===== src/rtl/mm_dot_engine.sv =====
// Dot-product sequencer: walks two combinational-read memories in lockstep and
// accumulates signed Q-format products into a saturated, arithmetically-shifted result.
module mm_dot_engine #(
  parameter int DATA_W    = 32,
  parameter int ADDR_W    = 16,
  parameter int FRAC_BITS = 16,
  parameter int ACC_W     = 72
) (
  input  logic                     clk,
  input  logic                     resetn,
  input  logic                     start,
  input  logic        [ADDR_W-1:0] img_base,
  input  logic        [ADDR_W-1:0] wgt_base,
  input  logic        [ADDR_W-1:0] length,
  output logic        [ADDR_W-1:0] img_addr,
  input  logic signed [DATA_W-1:0] img_data,
  output logic        [ADDR_W-1:0] wgt_addr,
  input  logic signed [DATA_W-1:0] wgt_data,
  output logic                     busy,
  output logic                     done,
  output logic signed [DATA_W-1:0] result
);

  localparam logic [1:0] S_IDLE = 2'd0;
  localparam logic [1:0] S_RUN  = 2'd1;
  localparam logic [1:0] S_DONE = 2'd2;

  logic        [1:0]          state;
  logic        [ADDR_W-1:0]   count;
  logic signed [ACC_W-1:0]    acc;
  logic signed [ACC_W-1:0]    acc_next;
  logic signed [ACC_W-1:0]    shifted;
  logic signed [2*DATA_W-1:0] prod;
  logic signed [DATA_W-1:0]   sat_val;
  logic                       last;

  // Operands are sign-extended to full width so the low 2*DATA_W bits of the
  // unsigned product equal the signed product.
  always_comb begin
    prod     = {{DATA_W{img_data[DATA_W-1]}}, img_data} *
               {{DATA_W{wgt_data[DATA_W-1]}}, wgt_data};
    acc_next = acc + {{(ACC_W-2*DATA_W){prod[2*DATA_W-1]}}, prod};
    shifted  = acc_next >>> FRAC_BITS;
    if ((&shifted[ACC_W-1:DATA_W-1]) || !(|shifted[ACC_W-1:DATA_W-1]))
      sat_val = shifted[DATA_W-1:0];
    else if (shifted[ACC_W-1])
      sat_val = {1'b1, {(DATA_W-1){1'b0}}};
    else
      sat_val = {1'b0, {(DATA_W-1){1'b1}}};
    last = (count == ADDR_W'(1));
  end

  always_comb begin
    busy = (state == S_RUN) || (state == S_DONE);
    done = (state == S_DONE);
  end

  // The final product is folded in on the last RUN edge so result is already
  // registered when DONE is entered.
  always_ff @(posedge clk or negedge resetn) begin
    if (!resetn) begin
      state    <= S_IDLE;
      img_addr <= '0;
      wgt_addr <= '0;
      count    <= '0;
      acc      <= '0;
      result   <= '0;
    end else begin
      case (state)
        S_IDLE: begin
          if (start) begin
            acc <= '0;
            if (length != '0) begin
              img_addr <= img_base;
              wgt_addr <= wgt_base;
              count    <= length;
              state    <= S_RUN;
            end else begin
              result <= '0;
              state  <= S_DONE;
            end
          end
        end
        S_RUN: begin
          acc   <= acc_next;
          count <= count - ADDR_W'(1);
          if (last) begin
            result <= sat_val;
            state  <= S_DONE;
          end else begin
            img_addr <= img_addr + ADDR_W'(1);
            wgt_addr <= wgt_addr + ADDR_W'(1);
          end
        end
        S_DONE:  state <= S_IDLE;
        default: state <= S_IDLE;
      endcase
    end
  end

endmodule


===== config.mk =====
export PLATFORM = sky130hd
export DESIGN_NAME = mm_dot_engine
export DESIGN_NICKNAME = d
export VERILOG_FILES = /design/src/rtl/mm_dot_engine.sv
export SDC_FILE = /design/constraint.sdc
export NUM_CORES = 2
export LEC_CHECK = 0
export CORE_MARGIN = 2
export CORE_UTILIZATION = 45
export DETAILED_ROUTE_END_ITERATION = 7
export RECOVER_POWER = 50
export SLEW_MARGIN = 40
export SYNTH_ARGS = -nofsm -noshare
export SYNTH_HDL_FRONTEND = slang
export SYNTH_SLANG_ARGS = --single-unit

===== constraint.sdc =====
create_clock -name clk -period 8.9 [get_ports clk]
set_input_delay 0.89 -clock clk [delete_from_list [all_inputs] [get_ports clk]]
set_output_delay 0.89 -clock clk [all_outputs]
set_load 0.02 [all_outputs]

Word level (Yosys, flattened, before mapping). Index checks and enable logic that the tools add are counted.

Flip-flop bits (word level): 154. Input bits: 115. Word-level logic and storage cells: 55.

Muxes and demuxes: 23. Multiply operators: 1. Add/sub/neg operators: 4. Reduce and logical (&&, ||, !) cells: 13. Eq/ne operators: 8.

Operator list (count): $mux W32 (5); $pmux W72 S2 (1); $mux W16 (8); $pmux W16 S2 (3); $add A72 B72 Y72 (1); $mux W72 (1); $mul A32 B32 Y64 (1); $pmux W32 S2 (1); $add A16 B1 Y16 const B (2); $reduce_and A25 Y1 (1); $reduce_or A25 Y1 (1); $eq A16 B1 Y1 const B (1); $reduce_bool A16 Y1 (1); $sub A16 B1 Y16 const B (1); $ne A2 B2 Y1 const B (5); $reduce_and A4 Y1 (2); $mux W2 (3); $pmux W2 S2 (1); $reduce_and A2 Y1 (2); $reduce_and A3 Y1 (1); $eq A2 B1 Y1 const B (1); $eq A2 B2 Y1 const B (1); $logic_not A2 Y1 (1); $logic_or A1 B1 Y1 (2); other kinds (2) (2).

Longest topological paths before layout.
Depth after elaboration: 8. Mapped depth: 45.

Worst setup path after synthesis. OpenSTA, ideal clock, no wires.

Path type: input-to-reg. From: in img_data[31]. To: reg result[30]. Data required time: 8.834 ns. Stages: 37. Path slack: -2.438 ns. Arrival: 11.272 ns. Cell sequence: clkbuf_1 -> nand2_1 -> inv_1 -> fa_1 -> fa_1 -> fa_1 -> fa_1 -> inv_1 -> fa_1 -> inv_1 -> fa_1 -> inv_1 -> fa_1 -> inv_1 -> fa_1 -> ha_1 -> and2_1 -> and3_1 -> a221oi_1 -> a21oi_1 -> o41ai_1 -> a21oi_1 -> mux2i_1 -> nand2_1 -> ha_1 -> clkbuf_1 -> and3_1 -> nand2_1 -> nor3_1 -> a21o_1 -> mux2_2 -> a211oi_1 -> nand4_1 -> nor4_2 -> a32o_4 -> buf_6 -> a221o_1.

Longest elaborated chain between the ends: 8. Elaborated cells between the ends (all ways): 10.

RTL lines: start: declaration (line 16) `input logic signed [DATA_W-1:0] img_data,`; $mul A32 B32 Y64 (*) (line 40) `prod = {{DATA_W{img_data[DATA_W-1]}}, img_data} *`; $add A72 B72 Y72 (*) (line 42) `acc_next = acc + {{(ACC_W-2*DATA_W){prod[2*DATA_W-1]}}, prod};`; $reduce_or A25 Y1 (line 44) `if ((&shifted[ACC_W-1:DATA_W-1]) || !(|shifted[ACC_W-1:DATA_W-1]))`; $logic_not A1 Y1 (line 44); $logic_or A1 B1 Y1 (line 44); $mux W32 (*) (line 44); $mux W32 (*) (line 87) `if (last) begin`; $pmux W32 S2 (*) (line 69) `case (state)`; end signal: assignment (line 88) `result <= sat_val;`; end: declaration (line 21) `output logic signed [DATA_W-1:0] result`.

Every way passes the cells marked *; elsewhere a longest branch is shown, timed or not. The select of a mux whose other input is x is not followed. A chain may end at the register's enable or synchronous reset.

Worst setup path in the final report.
From: in wgt_data[16]. To: reg result[30].

Longest elaborated chain between the ends: 8. Elaborated cells between the ends (all ways): 10.

RTL lines: start: declaration (line 18) `input logic signed [DATA_W-1:0] wgt_data,`; $mul A32 B32 Y64 (*) (line 40); $add A72 B72 Y72 (*) (line 42); $reduce_or A25 Y1 (line 44); $logic_not A1 Y1 (line 44); $logic_or A1 B1 Y1 (line 44); $mux W32 (*) (line 44); $mux W32 (*) (line 87); $pmux W32 S2 (*) (line 69).

Marks and branches as above.

==> impl_metrics.py <==
metrics = {
    "yosys": {
        "synth-seq-area-share_pct": 8.08,
        "postSynthCellCount": 5255,
        "avgSynthCellArea_um2": 9.08,
        "ys_seq_elements": 154,
        "yosys_warnings": 0,
        "synth_largest_area_cell": "fa_1",
        "synth.distinct_cells": 80,
        "syn-cell-area_mm2": 0.0477,
        "synth_top_cell_area_share_pct": 45.4,
        "synth_async_sr_flop_share_pct": 100,
        "synth-edff-count": 0,
        "synth_ff_type": "dfrtp_1",
        "yosys-top-cells-area": "fa_1, dfrtp_1, inv_1",
        "syn_nets": 6716,
    },
    "worst_setup_path": {
        "slowest_delay_ns": 0.60,
        "critPathMaxFanout": 8,
        "cp-start-kind": "input pin",
        "crit_slowest_cell": "fa_1",
        "endpoint_kind": "flip-flop",
        "arrival_ns": 11.13,
        "critPathRequiredTime_ns": 9.24,
        "cpMostUsedCell": "fa_2",
        "crit_type": "input pin to flip-flop",
    },
    "final_layout": {
        "multi_input_area_mm2": 0.0423,
        "diodes": 0,
        "utilization_pct": 61.3,
        "drive_gt1_share_pct": 27.8,
        "fill_cells": 8609,
        "nNetsFinal": 7690,
        "seq_area_mm2": 0.00385,
        "syn_to_final_growth_pct": 35.2,
        "instances_no_fill": 7633,
    },
    "run_status": {
        "status": "finished, violations left",
        "violations": "max-capacitance violations, max-slew violations, negative setup slack",
    },
    "timing": {
        "fin_skew_ns": 0.0229,
        "fin_ws_ns": -1.88,
        "hold_viol": 0,
        "rsz0062_at_grt": "true",
        "max_freq_mhz": 92.8,
        "post-route-period-util_pct": 121,
        "worst_pin_slew_ns": 3.46,
        "slew_violations": 159,
        "setup_violations": 74,
        "finalCriticalPeriod_ns": 10.78,
        "slew_headroom_pct": -131,
    },
    "route": {
        "via_per_inst": 5.38,
        "dr_total_vias": 41077,
        "detailedRoute.firstPassIterationCount": 7,
        "drt.antenna.violating_nets": 0,
        "avgRoutedWirePerCell_um": 20.1,
        "drc": 0,
        "drtIter0Drc": 2617,
        "routed_wirelength_um": 154000,
    },
    "grt": {
        "grt_pass1_vias": 43885,
        "overflow": 0,
        "antenna_found_initial": 2,
        "grt_usage_pct": 29.0,
        "grt_pass1_wl_um": 246000,
        "grt_start_max_net_pins": 96,
    },
    "floorplan": {
        "fp.coreArea_mm2": 0.105,
        "io_pins": 181,
        "die_width_um": 330,
        "fp.dieArea_mm2": 0.109,
        "die_h_um": 330,
        "start_util_pct": 45.3,
        "num_rows": 119,
    },
    "clock_network": {
        "cts.path.max_buffers": 2,
        "cts_buffers": 17,
        "cts_sinks": 154,
        "root_buffer": "clkbuf_16",
        "clk_pin_slew_worst_paths_ns": 0.08,
        "htreeDepth": 4,
        "clock_latency_ns": 0.47,
        "cts_tree": "done",
        "postCtsHoldBufs": 0,
    },
    "placement": {
        "dpl.cell_count": 7365,
        "post-dp-hpwl_um": 116000,
        "gp_congestion": 0.925,
        "post-place-ws_ns": -3.18,
        "io_buffer_count": 180,
    },
    "run": {
        "maxCapViolCount": 3,
    },
    "hold_path": {
        "min_path_type": "flip-flop to flip-flop",
    },
}
[synth_stat cells, types with 22 or more instances]
library cell,instances
dfrtp_1,154
and2_1,470
fa_1,1083
nand2_1,726
ha_1,263
o22ai_1,50
clkbuf_1,271
nand2b_1,28
and3_1,25
xor2_1,38
nor2_1,129
a21oi_1,197
a21o_1,65
o21ai_0,142
and4_1,22
inv_1,987
nor3_1,29
nand3_1,68
a22o_1,47
xnor2_1,78
o21a_1,26
a221o_1,32
a211oi_1,24
nand4_1,43
[logic make-up after synthesis]
group	Yosys count	synth area share, %
and+or+nand+nor	1609	16.6
AOI/OAI and AO/OA	738	10.3
buffers and inverters	1270	10.1
DFF	154	8.08
muxes	21	0.446
adders and majority gates	1346	52.3
xor gates and xnor gates	117	2.18
[critical path, delay by kind of cell]
| kind | cells | cell delay, ns |
|---|---|---|
| compound gates | 13 | 2.43 |
| buf+inv | 12 | 1.44 |
| xor+xnor | 1 | 0.16 |
| fa+ha+maj | 10 | 4.76 |
| simple gates | 10 | 1.45 |
[final timing paths]
| path | cells after the start | endpoint | slack, ns | start |
|---|---|---|---|---|
| worst max-delay path | 46 | result[30] | -1.88 | wgt_data[16] |
| worst min register to register | 2 | acc[5] | 0.49 | acc[5] |
| min in group asynchronous | 1 | wgt_addr[6] | 1.43 | resetn |
| max in group asynchronous | 2 | result[23] | 2.97 | resetn |
| worst min-delay path | 2 | acc[5] | 0.49 | acc[5] |
| worst max register to register | 17 | result[12] | 4.28 | acc[0] |
[sequential cells by signal, indices dropped and copies added (netlist names)]
name / flops
count: 16
img_addr: 16
result: 32
acc: 72
state: 2
wgt_addr: 16
[stage by stage]
step,instance area [um^2],hold slack (ns),setup TNS (ns)
after detailed placement,57700,0.477,-179.70
after global routing,64500,0.514,-109.11
final,64500,0.493,-86.14
after global placement,57700,0.468,-177.37
after CTS,63100,0.474,-76.59
after floorplan,48700,0.453,-59.60
[per-layer routing]
layer  up-vias  part of all wire, %  GRT usage, %
met1     21137                   42          40.4
met5         -               0.0098             0
met3       272                  6.7          3.93
met2      1403                   48          47.6
li1      18263                    -             -
met4         2                  3.4          8.25
[cell type report]
cell class              instances  share of cell area, %
multi-input cells            3834                   65.6
repair buffers               1235                   19.1
flip-flops and latches        154                   5.97
inverters                     987                   5.76
well taps                    1391                   2.70
clock buffers                  18                  0.681
clock inverters                14                  0.268
[placed cells by master, fill, tap and decap left out, types with 22 or more instances in the layout]
cell type	instances
fa_1	987
inv_1	961
buf_4	800
nand2_1	681
and2_1	408
ha_1	211
dfrtp_1	154
a21oi_1	135
buf_6	130
clkdlybuf4s50_1	116
nor2_1	107
fa_2	96
buf_12	82
o21ai_0	77
a21o_1	65
xnor2_1	62
nand3_1	61
and2_4	60
a21oi_2	50
a22o_1	47
ha_4	46
o22ai_1	45
nand4_1	43
o21ai_1	37
nand2_2	33
a221o_1	32
xor2_1	27
nand2b_1	27
buf_8	25
o21a_1	23
o21ai_2	23
inv_2	23
buf_16	23
bufbuf_16	22
[repair_timing]
item / CTS / global route
buffers inserted: 150 / 55
gates cloned: 50 / 3
pin swaps: 248 / 186
endpoints found under the hold margin: 0 / 0
gates resized for setup: 865 / 249
setup endpoints to repair: 84 / 84
Power is not shown: default switching activity piles up to over one toggle a cycle in this logic, so the estimate is an artifact.
